## src/rtl/calc_pkg.sv

```systemverilog
// Shared definitions for the calculator-unit scheduler.
//   OP_*   : opcode encodings presented on ReqOp/UOp
//   CA_*   : scheduler state encoding
package calc_pkg;

  localparam logic [1:0] OP_ADD = 2'b00;
  localparam logic [1:0] OP_SUB = 2'b01;
  localparam logic [1:0] OP_MUL = 2'b10;
  localparam logic [1:0] OP_DIV = 2'b11;

  typedef enum logic [1:0] {
    CA_IDLE  = 2'd0,
    CA_ISSUE = 2'd1,
    CA_WAIT  = 2'd2,
    CA_RESP  = 2'd3
  } ca_state_e;

endpackage

```

## src/rtl/calc_arbiter_if.sv

```systemverilog
// Bundle of requester-side and unit-side signals around the scheduler.
//   slave  : scheduler view (takes requests and unit results, drives grants,
//            responses and unit commands)
//   master : environment view (requesters plus arithmetic unit)
interface calc_arbiter_if #(
  parameter int unsigned W = 11
);

  logic         ReqValid0, ReqValid1;
  logic         ReqReady0, ReqReady1;
  logic [1:0]   ReqOp0,    ReqOp1;
  logic [W-1:0] ReqA0,     ReqA1;
  logic [W-1:0] ReqB0,     ReqB1;

  logic         RspValid0, RspValid1;
  logic [W-1:0] RspResult;
  logic         RspOvf;

  logic         UStart;
  logic [1:0]   UOp;
  logic [W-1:0] UA, UB;
  logic         UDone;
  logic [W-1:0] UResult;
  logic         UOvf;
  logic         UAbort;

  modport slave (
    input  ReqValid0, ReqValid1, ReqOp0, ReqOp1, ReqA0, ReqA1, ReqB0, ReqB1,
    output ReqReady0, ReqReady1,
    output RspValid0, RspValid1, RspResult, RspOvf,
    output UStart, UOp, UA, UB, UAbort,
    input  UDone, UResult, UOvf
  );

  modport master (
    output ReqValid0, ReqValid1, ReqOp0, ReqOp1, ReqA0, ReqA1, ReqB0, ReqB1,
    input  ReqReady0, ReqReady1,
    input  RspValid0, RspValid1, RspResult, RspOvf,
    input  UStart, UOp, UA, UB, UAbort,
    output UDone, UResult, UOvf
  );

endinterface

```

## src/rtl/rr_arbiter2.sv

```systemverilog
// Two-way round-robin grant, purely combinational.
//   req   : request vector
//   ptr   : preferred requester when both request
//   gnt   : one-hot grant (zero when nobody requests)
//   owner : index of the granted requester
module rr_arbiter2 (
  input  logic [1:0] req,
  input  logic       ptr,
  output logic [1:0] gnt,
  output logic       owner
);

  always_comb begin
    owner = 1'b0;
    gnt   = 2'b00;
    case (req)
      2'b01:   owner = 1'b0;
      2'b10:   owner = 1'b1;
      2'b11:   owner = ptr;
      default: owner = 1'b0;
    endcase
    if (req != 2'b00) begin
      gnt = owner ? 2'b10 : 2'b01;
    end
  end

endmodule

```

## src/rtl/calc_arbiter.sv

```systemverilog
// Shares one multi-cycle arithmetic unit between two requesters: round-robin
// grant, start/done handshake with the unit, completion timeout with abort,
// and routing of result/overflow back to the owning requester.
//   Clock, Clear : clock and asynchronous active-high reset
//   bus          : requester handshakes, response pulses, unit command/result
module calc_arbiter
  import calc_pkg::*;
#(
  parameter int unsigned W   = 11,
  parameter int unsigned TMO = 2048
) (
  input  logic          Clock,
  input  logic          Clear,
  calc_arbiter_if.slave bus
);

  localparam int unsigned TW = $clog2(TMO + 1);

  ca_state_e    state;
  logic         ptr;
  logic         owner_q;
  logic [1:0]   op_q;
  logic [W-1:0] a_q, b_q;
  logic [W-1:0] res_q;
  logic         ovf_q;
  logic [TW-1:0] timer;
  logic         ustart_q;
  logic [1:0]   rsp_q;

  logic [1:0]   gnt;
  logic         win;
  logic         timeout_c;

  rr_arbiter2 u_rr (
    .req   ({bus.ReqValid1, bus.ReqValid0}),
    .ptr   (ptr),
    .gnt   (gnt),
    .owner (win)
  );

  // Abort fires in the last WAIT cycle only when the unit is not finishing now
  assign timeout_c = (state == CA_WAIT) && !bus.UDone && (timer == TW'(1));

  // Grants and abort are combinational; gate with Clear so outputs read 0 in reset
  assign bus.ReqReady0 = !Clear && (state == CA_IDLE) && gnt[0];
  assign bus.ReqReady1 = !Clear && (state == CA_IDLE) && gnt[1];
  assign bus.UAbort    = !Clear && timeout_c;

  assign bus.UStart    = ustart_q;
  assign bus.UOp       = op_q;
  assign bus.UA        = a_q;
  assign bus.UB        = b_q;
  assign bus.RspValid0 = rsp_q[0];
  assign bus.RspValid1 = rsp_q[1];
  assign bus.RspResult = res_q;
  assign bus.RspOvf    = ovf_q;

  // Scheduler FSM with capture, timer and result registers
  always_ff @(posedge Clock or posedge Clear) begin
    if (Clear) begin
      state    <= CA_IDLE;
      ptr      <= 1'b0;
      owner_q  <= 1'b0;
      op_q     <= 2'b00;
      a_q      <= '0;
      b_q      <= '0;
      res_q    <= '0;
      ovf_q    <= 1'b0;
      timer    <= '0;
      ustart_q <= 1'b0;
      rsp_q    <= 2'b00;
    end else begin
      ustart_q <= 1'b0;
      rsp_q    <= 2'b00;
      case (state)
        CA_IDLE: begin
          if (gnt != 2'b00) begin
            owner_q  <= win;
            op_q     <= win ? bus.ReqOp1 : bus.ReqOp0;
            a_q      <= win ? bus.ReqA1  : bus.ReqA0;
            b_q      <= win ? bus.ReqB1  : bus.ReqB0;
            ustart_q <= 1'b1;
            state    <= CA_ISSUE;
          end
        end
        CA_ISSUE: begin
          timer <= TW'(TMO);
          state <= CA_WAIT;
        end
        CA_WAIT: begin
          if (bus.UDone) begin
            res_q <= bus.UResult;
            ovf_q <= bus.UOvf;
            rsp_q <= owner_q ? 2'b10 : 2'b01;
            state <= CA_RESP;
          end else if (timer == TW'(1)) begin
            res_q <= '0;
            ovf_q <= 1'b1;
            rsp_q <= owner_q ? 2'b10 : 2'b01;
            state <= CA_RESP;
          end else begin
            timer <= timer - TW'(1);
          end
        end
        CA_RESP: begin
          ptr   <= ~owner_q;
          state <= CA_IDLE;
        end
        default: state <= CA_IDLE;
      endcase
    end
  end

endmodule

```

## src/flat_wrapper.sv

```systemverilog
// flat-port wrapper written by rule: the top's interface ports become plain ports
module calc_arbiter_flat import calc_pkg::*;
#(
  parameter int unsigned W   = 11,
  parameter int unsigned TMO = 2048
)
  (Clock, Clear, bus_ReqValid0, bus_ReqValid1, bus_ReqOp0, bus_ReqOp1, bus_ReqA0, bus_ReqA1, bus_ReqB0, bus_ReqB1, bus_ReqReady0, bus_ReqReady1, bus_RspValid0, bus_RspValid1, bus_RspResult, bus_RspOvf, bus_UStart, bus_UOp, bus_UA, bus_UB, bus_UAbort, bus_UDone, bus_UResult, bus_UOvf);
  calc_arbiter_if #(.W(W)) bus_i ();
  input  logic Clock;
  input  logic Clear;
  input wire logic [$bits(bus_i.ReqValid0)-1:0] bus_ReqValid0;
  input wire logic [$bits(bus_i.ReqValid1)-1:0] bus_ReqValid1;
  input wire logic [$bits(bus_i.ReqOp0)-1:0] bus_ReqOp0;
  input wire logic [$bits(bus_i.ReqOp1)-1:0] bus_ReqOp1;
  input wire logic [$bits(bus_i.ReqA0)-1:0] bus_ReqA0;
  input wire logic [$bits(bus_i.ReqA1)-1:0] bus_ReqA1;
  input wire logic [$bits(bus_i.ReqB0)-1:0] bus_ReqB0;
  input wire logic [$bits(bus_i.ReqB1)-1:0] bus_ReqB1;
  output wire logic [$bits(bus_i.ReqReady0)-1:0] bus_ReqReady0;
  output wire logic [$bits(bus_i.ReqReady1)-1:0] bus_ReqReady1;
  output wire logic [$bits(bus_i.RspValid0)-1:0] bus_RspValid0;
  output wire logic [$bits(bus_i.RspValid1)-1:0] bus_RspValid1;
  output wire logic [$bits(bus_i.RspResult)-1:0] bus_RspResult;
  output wire logic [$bits(bus_i.RspOvf)-1:0] bus_RspOvf;
  output wire logic [$bits(bus_i.UStart)-1:0] bus_UStart;
  output wire logic [$bits(bus_i.UOp)-1:0] bus_UOp;
  output wire logic [$bits(bus_i.UA)-1:0] bus_UA;
  output wire logic [$bits(bus_i.UB)-1:0] bus_UB;
  output wire logic [$bits(bus_i.UAbort)-1:0] bus_UAbort;
  input wire logic [$bits(bus_i.UDone)-1:0] bus_UDone;
  input wire logic [$bits(bus_i.UResult)-1:0] bus_UResult;
  input wire logic [$bits(bus_i.UOvf)-1:0] bus_UOvf;
  assign bus_i.ReqValid0 = bus_ReqValid0;
  assign bus_i.ReqValid1 = bus_ReqValid1;
  assign bus_i.ReqOp0 = bus_ReqOp0;
  assign bus_i.ReqOp1 = bus_ReqOp1;
  assign bus_i.ReqA0 = bus_ReqA0;
  assign bus_i.ReqA1 = bus_ReqA1;
  assign bus_i.ReqB0 = bus_ReqB0;
  assign bus_i.ReqB1 = bus_ReqB1;
  assign bus_ReqReady0 = bus_i.ReqReady0;
  assign bus_ReqReady1 = bus_i.ReqReady1;
  assign bus_RspValid0 = bus_i.RspValid0;
  assign bus_RspValid1 = bus_i.RspValid1;
  assign bus_RspResult = bus_i.RspResult;
  assign bus_RspOvf = bus_i.RspOvf;
  assign bus_UStart = bus_i.UStart;
  assign bus_UOp = bus_i.UOp;
  assign bus_UA = bus_i.UA;
  assign bus_UB = bus_i.UB;
  assign bus_UAbort = bus_i.UAbort;
  assign bus_i.UDone = bus_UDone;
  assign bus_i.UResult = bus_UResult;
  assign bus_i.UOvf = bus_UOvf;
  calc_arbiter #(.W(W), .TMO(TMO)) u_core (.Clock(Clock), .Clear(Clear), .bus(bus_i));
endmodule
```

## config.mk

```make
export PLATFORM = sky130hd
export DESIGN_NAME = calc_arbiter_flat
export DESIGN_NICKNAME = d
export VERILOG_FILES = /design/src/rtl/calc_pkg.sv /design/src/rtl/calc_arbiter_if.sv /design/src/rtl/rr_arbiter2.sv /design/src/rtl/calc_arbiter.sv /design/src/flat_wrapper.sv
export SDC_FILE = /design/constraint.sdc
export NUM_CORES = 1
export LEC_CHECK = 0
export CAP_MARGIN = 0
export CORE_UTILIZATION = 43
export CTS_CLUSTER_DIAMETER = 60
export DETAILED_ROUTE_END_ITERATION = 16
export GPL_ROUTABILITY_DRIVEN = 0
export PLACE_DENSITY = 0.84
export SLEW_MARGIN = 20
export SYNTH_ARGS = -nofsm -noshare
export SYNTH_HDL_FRONTEND = slang
export SYNTH_SLANG_ARGS = --single-unit
```

## constraint.sdc

```tcl
create_clock -name Clock -period 3.28 [get_ports Clock]
set_input_delay 0.82 -clock Clock [delete_from_list [all_inputs] [get_ports Clock]]
set_output_delay 0.82 -clock Clock [all_outputs]
set_load 0.02 [all_outputs]
```

==> results of run 1 <==
state kept, by name (all words and copies together) (netlist names):
signal,count
u_core.ptr,1
u_core.bus.UB,11
u_core.timer,12
u_core.bus.RspResult,11
u_core.bus.RspOvf,1
u_core.bus.UA,11
u_core.owner_q,1
u_core.state,2
u_core.bus.UOp,2
u_core.bus.UStart,1
u_core.rsp_q,2
cells in the mapped netlist, types with 2 or more instances:
| library cell | count | area share (%) |
|---|---|---|
| dfrtp_1 | 55 | 53 |
| nand2_1 | 29 | 4.2 |
| mux2i_1 | 27 | 10 |
| o21ai_1 | 27 | 5.2 |
| a22o_1 | 11 | 3.7 |
| inv_1 | 10 | 1.4 |
| nor2_1 | 8 | 1.2 |
| clkbuf_1 | 7 | 1.0 |
| ha_1 | 6 | 2.9 |
| buf_2 | 4 | 0.77 |
| nand2b_1 | 4 | 0.97 |
| nand3_1 | 4 | 0.77 |
| nor3_1 | 4 | 0.77 |
| nor2b_1 | 3 | 0.72 |
| a21oi_1 | 2 | 0.39 |
| a41oi_1 | 2 | 0.68 |
| nor4_2 | 2 | 0.97 |
| o311ai_1 | 2 | 0.68 |
| o41ai_1 | 2 | 0.68 |
| or3_1 | 2 | 0.48 |
metrics by stage:
stage	instance area (sq um)	utilization, %	setup slack, ns	instances	hold slack (ns)
floorplan	2592	-	0.04189	238	0.4032
global placement	3784	67.07	-0.03114	413	0.4078
detailed placement	3784	67.07	-0.03033	413	0.4154
CTS	3867	68.55	0.04649	421	0.4270
global route	3870	68.60	0.03642	421	0.4432
finish	3870	68.60	0.09280	421	0.4241
final timing paths:
| check | end | slack, ns | cells past startpoint |
|---|---|---|---|
| max | bus_ReqReady0 | 0.09 | 5 |
| max in group asynchronous | u_core.ptr | 1.71 | 3 |
| min | u_core.rsp_q[0] | 0.42 | 1 |
| min in group asynchronous | u_core.timer[11] | 1.12 | 3 |
| min reg2reg | u_core.rsp_q[0] | 0.42 | 1 |
| max reg2reg | u_core.state[1] | 1.20 | 4 |
repair_timing:
item,CTS,global route
gates resized for setup,1,1
buffers inserted,0,0
endpoints found under the setup margin,1,1
hold buffers,0,0
worst max-delay path, delay by kind of cell:
family	cells	cell delay (ns)
AOI/OAI and AO/OA	1	0.10
buffers and inverters	3	1.30
and+or+nand+nor	1	0.15
report_power, final:
part | switching, mW | total [mW] | leakage [nW] | internal, mW
Clock | 0.205 | 0.355 | 0.0412 | 0.150
Sequential | 0.214 | 1.20 | 0.687 | 0.984
Combinational | 0.928 | 1.76 | 1.04 | 0.832
Total | 1.35 | 3.31 | 1.77 | 1.97
cell usage in the layout, fill, tap and decap left out, types with 2 or more instances in the layout:
cell,n
nor2_1,8
nand2_1,29
nand3_1,4
clkdlybuf4s50_1,104
o21ai_1,25
buf_4,9
inv_1,9
a41oi_1,2
o41ai_1,2
nand2b_1,4
nor3_1,4
a21oi_1,2
mux2i_1,27
inv_2,2
or3_1,2
o311ai_1,2
ha_1,6
nor4_2,2
nor2b_1,3
o21ai_4,2
a22o_1,11
dfrtp_1,55
clkbuf_8,5
cells by family (layout without fill, tap and decap cells):
family,count (synthesis),count (layout),share of synthesized area [%]
fa+ha+maj,6,6,2.896
simple gates,66,66,13.27
buf+inv,23,134,3.523
xor+xnor,1,1,0.3379
flops,55,55,53.09
compound gates,58,58,15.59
mux,29,29,11.29
final cells by class:
class	instances	area [sq um]
inverters	11	41.29
clock inverters	2	12.51
clock buffers	6	72.57
well taps	72	90.09
flip-flops and latches	55	1376
fillers	437	1772
repair buffers	115	1130
multi-input cells	160	1147
routing by layer:
| metal | track usage [%] | vias up | wire length (microns) |
|---|---|---|---|
| li1 | - | 1069 | - |
| met1 | 24.38 | 1023 | 2529 |
| met2 | 34.87 | 76 | 3076 |
| met3 | 4.343 | 5 | 402 |
| met4 | 6.545 | 0 | 62 |
| met5 | 0 | - | 0 |
==> summary.txt, run 1 <==
Outcome
  – Run status: finished clean

Logic synthesis
  – Post-synth EDFFs: 0
  – Syn Nets: 309
  – Register area share after synthesis: 53.09%
  – Post-Syn Area per Cell: 10.89 sq um
  – Main synth FF type: dfrtp_1
  – Post-synthesis cell area: 2592 sq um
  – Distinct cell type count after synthesis: 47
  – #FFs+latches synth: 55
  – Ys async rst share: 100.0%
  – Mapped Cells: 238
  – Warnings, synthesis: 0

Die
  – IO Count: 107
  – Num rows: 27
  – Overall die area: 6343 sq um
  – Chip height: 79.65 microns
  – Die W: 79.65 microns
  – Initial core utilization: 45.95%
  – Core ar.: 5642 sq um

STA
  – Worst slew pin tran: 0.6688 ns
  – Fin crit share: 97.17%
  – Final setup fails: 0
  – Final Critical Period: 3.187 ns
  – TNS Setup: 0 ns
  – Slew margin rel.: 55.41%
  – Slew Viols, Final: 0
  – Unrepaired setup endpoints after global routing: false
  – Fmax: 0.3138 GHz
  – Final Hold Fails: 0
  – Final Skew: 0.008322 ns

Critical path
  – Setup crit end kind: primary output
  – Crit-path slowest cell: clkdlybuf4s50_1
  – Setup CP Type: in -> out
  – CP max FO: 3
  – RR Startpoint: u_core.timer[2]
  – CP dominant cell by count: clkdlybuf4s50_1
  – CP cell instances: clkdlybuf4s50_1 > o21ai_4 > inv_2 > and3_1 > clkdlybuf4s50_1
  – Biggest cell delay along the critical path: 0.62 ns
  – CP required: 2.46 ns
  – CP startpoint: bus_ReqValid1
  – Crit path launch type: input port
  – Critical path arrival: 2.37 ns

Drt
  – Initial drt markers: 138
  – Routed vias: 2173
  – # DRC: 0
  – Routed length per instance: 14.42 microns
  – Post-Route WL: 6.071 mm
  – Final ANT Viol Nets: 0
  – Vias per cell: 5.162
  – Drt first pass iters: 4

Layout
  – Layout cells sized above 1: 8.596%
  – Area Overhead vs Synth: 49.28%
  – Nets: 419
  – Ant. Diodes: 0

Hold path
  – Hold path startpoint: u_core.owner_q
  – HP Class: reg -> reg

Job
  – Total of max-cap violations: 0

Power and ir drop
  – Power Total: 3.313 mW
  – Max IR drop VDD: 0.0004284 V
  – Pwr Density: 856.1 nW/um^2
  – Pleak: 1.771 nW

Global route
  – Largest net degree at the start of global routing: 56
  – Number of global-route vias before repair: 2069
  – Global-route wire length before repair: 9.680 mm
  – Initial antenna violation count: 0
  – GRT overflow: 0
  – Tot GR Track Use: 20.00%

Clocking
  – CTS Sinks: 55
  – Worst skew pair latency: 0.30 ns
  – Inserted Clock Buffers: 5
  – Max Root-Sink Buffers: 2
  – Root buf cell: clkbuf_8
  – Clock transition at path regs: 0.08 ns
  – H-tree levels: 2
  – CTS tree: yes

Placement
  – Port Buf Inserts: 106
  – DP HPWL: 4.692 mm
(Power assumes the default switching activity.)
==> inputs of run 2 (changes only) <==
--- a/config.mk
+++ b/config.mk
@@ -10,8 +10,7 @@
 export CTS_CLUSTER_DIAMETER = 60
 export DETAILED_ROUTE_END_ITERATION = 16
 export GPL_ROUTABILITY_DRIVEN = 0
-export PLACE_DENSITY = 0.84
-export SLEW_MARGIN = 20
+export PLACE_DENSITY_LB_ADDON = 0.2
 export SYNTH_ARGS = -nofsm -noshare
 export SYNTH_HDL_FRONTEND = slang
 export SYNTH_SLANG_ARGS = --single-unit
==> run 2 against run 1 <==
  * Clock-buffer cell count fell by 1
  * Fmax rose by 0.73%
  * Sequential power barely moved
  * Clock skew rose by 0.0069 ns
  * Critical path depth is the same
  * Routed wire length decreased by 2.8%
  * Global-route usage hardly changed
==> summary.txt, run 2 (synthesized netlist as in run 1, its figures left out) <==
Outcome
  – Run status: finished clean (unchanged)

Global route
  – Tot GR Track Use: 20.00% (about the same)
  – Initial antenna violation count: 0 (unchanged)
  – Met2 Usage GRT: 34.62% (was 34.87%)
  – Global-route wire length before repair: 9.811 mm (was 9.680 mm)
  – GR Util met3: 7.886% (was 4.343%)
  – Number of global-route vias before repair: 2159 (was 2069)
  – Most Used Layer, Global Route: met2 (unchanged)
  – M1 GR Usage: 22.96% (was 24.38%)
  – GRT overflow: 0 (unchanged)
  – Largest net degree at the start of global routing: 56 (unchanged)

Placement
  – DP HPWL: 4.470 mm (was 4.692 mm)
  – Placed cell count: 413 (unchanged)
  – Port Buf Inserts: 106 (unchanged)

STA
  – Fmax: 0.3161 GHz (was 0.3138 GHz)
  – Final setup fails: 0 (unchanged)
  – Slew margin rel.: 54.89% (was 55.41%)
  – Final Skew: 0.01524 ns (was 0.008322 ns)
  – Unrepaired setup endpoints after global routing: false (unchanged)
  – Final Critical Period: 3.164 ns (was 3.187 ns)
  – TNS Setup: 0 ns (unchanged)
  – Final Hold Fails: 0 (unchanged)
  – Fin crit share: 96.46% (was 97.17%)
  – Slew Viols, Final: 0 (unchanged)
  – Worst slew pin tran: 0.6766 ns (was 0.6688 ns)
  – Fin Hold WS: 0.4230 ns (was 0.4241 ns)

Clocking
  – CTS tree: yes (unchanged)
  – Root buf cell: clkbuf_8 (unchanged)
  – Worst skew pair latency: 0.32 ns (was 0.30 ns)
  – Post-CTS setup buffer count: 0 (unchanged)
  – Clock transition at path regs: 0.12 ns (was 0.08 ns)
  – Inserted Clock Buffers: 5 (unchanged)
  – H-tree levels: 2 (unchanged)
  – Hold buffer count at cts: 0 (unchanged)
  – Max Root-Sink Buffers: 2 (unchanged)
  – CTS Sinks: 55 (unchanged)

Power and ir drop
  – Internal power: 1.972 mW (was 1.966 mW)
  – Clock power share: 12.0% (was 10.7%)
  – Switch share: 40.93% (was 40.67%)
  – Pleak: 1.761 nW (was 1.771 nW)
  – Max IR drop VDD: 0.0004638 V (was 0.0004284 V)
  – Power Total: 3.338 mW (was 3.313 mW)
  – Logic pwr share: 52.1% (was 53.1%)
  – Share of power burned in registers: 35.9% (was 36.2%)
  – Pwr Density: 860.8 nW/um^2 (was 856.1 nW/um^2)
  – Switching power total: 1.366 mW (was 1.347 mW)

Critical path
  – RR Startpoint: u_core.timer[2] (unchanged)
  – Reg2reg end: u_core.state[1] (unchanged)
  – Flop-to-flop setup slack: 1.26 ns (was 1.20 ns)
  – Crit path launch type: input port (unchanged)
  – Setup crit end kind: primary output (unchanged)
  – Setup CP Type: in -> out (unchanged)
  – CP max FO: 3 (unchanged)
  – End point of the critical path: bus_ReqReady0 (unchanged)
  – CP startpoint: bus_ReqValid1 (unchanged)
  – Critical path arrival: 2.34 ns (was 2.37 ns)
  – Cells on worst reg2reg path: 4 (unchanged)
  – CP required: 2.46 ns (about the same)

Layout
  – Max reg flops: 12 (unchanged)
  – Most frequent cells in the layout: 105 x clkdlybuf4s50_1, 55 x dfrtp_1, 29 x nand2_1, 27 x mux2i_1, 25 x o21ai_1 (was 104 x clkdlybuf4s50_1, 55 x dfrtp_1, 29 x nand2_1, 27 x mux2i_1, 25 x o21ai_1)
  – Finished Layout Cells: 421 (unchanged)
  – Nets: 419 (unchanged)
  – Commonest non-fill, non-tap cell in the layout: clkdlybuf4s50_1 (unchanged)
  – Most flop-heavy register: u_core.timer (unchanged)
  – Layout cells sized above 1: 8.883% (was 8.596%)
  – Ant. Diodes: 0 (unchanged)
  – Area Overhead vs Synth: 49.57% (was 49.28%)

Die
  – Core ar.: 5642 sq um (unchanged)
  – Num rows: 27 (unchanged)
  – Overall die area: 6343 sq um (unchanged)
  – Die W: 79.65 microns (unchanged)
  – Initial core utilization: 45.95% (unchanged)
  – Chip height: 79.65 microns (unchanged)
  – IO Count: 107 (unchanged)

Job
  – Total of max-cap violations: 0 (unchanged)

Drt
  – Vias per cell: 5.133 (was 5.162)
  – Routed vias: 2161 (was 2173)
  – # DRC: 0 (unchanged)
  – Initial drt markers: 77 (was 138)
  – Final ANT Viol Nets: 0 (unchanged)
  – Routed length per instance: 14.02 microns (was 14.42 microns)
  – Drt first pass iters: 4 (unchanged)
  – Post-Route WL: 5.904 mm (was 6.071 mm)

Hold path
  – HP Class: reg -> reg (unchanged)
==> run 2: cell type report <==
class	instances	area, sq um
Fill cell	447	1764
Timing Repair Buffer	115	1127
Tap cell	72	90.09
Clock inverter	3	26.28
Sequential cell	55	1376
Inverter	11	41.29
Multi-Input combinational cell	160	1147
Clock buffer	5	68.82
==> run 2: metal layers <==
layer / vias up / part of all wire, %
met1: 1011 / 41
met2: 73 / 49
met3: 5 / 9.1
met4: 0 / 0.78
met5: - / 0
li1: 1072 / -
==> run 2: how the worst min path moves through the flow <==
stage	start	to	slack, ns	cells after the start
4_1_cts	u_core.owner_q	u_core.rsp_q[0]	0.43	1
5_1_grt	u_core.owner_q	u_core.rsp_q[0]	0.43	1
2_1_floorplan	u_core.owner_q	u_core.rsp_q[0]	0.40	1
3_5_place_dp	u_core.owner_q	u_core.rsp_q[0]	0.43	1
6_report	u_core.owner_q	u_core.rsp_q[0]	0.42	1
3_3_place_gp	u_core.owner_q	u_core.rsp_q[0]	0.41	1
==> run 2: power groups by stage <==
stage | registers (mW) | logic (mW) | clock network (mW)
after floorplan | 1.45 | 0.759 | 0
after CTS | 1.20 | 1.76 | 0.410
after detailed placement | 1.21 | 1.76 | 0
final | 1.20 | 1.74 | 0.399
after global routing | 1.24 | 1.91 | 0.436
after global placement | 1.19 | 1.73 | 0
==> run 2: metrics by stage <==
step           utilization, %  area [sq um]  worst slack [ns]
2_1_floorplan               -          2592           0.04189
3_3_place_gp            67.07          3784           -0.1317
3_5_place_dp            67.07          3784           -0.1094
4_1_cts                 68.73          3877            0.1130
5_1_grt                 68.73          3877           0.05570
6_report                68.73          3877            0.1160
==> run 2: worst max-delay path, stage by stage <==
cell and delay (ns):
clkdlybuf4s50_1 0.60, o21ai_4 0.09, inv_2 0.07, and3_1 0.14, clkdlybuf4s50_1 0.62
==> run 2: timing repair <==
action                                  in CTS  in global routing
endpoints found under the setup margin       1                  0
resized for setup                            1                  0
endpoints found under the hold margin        0                  0
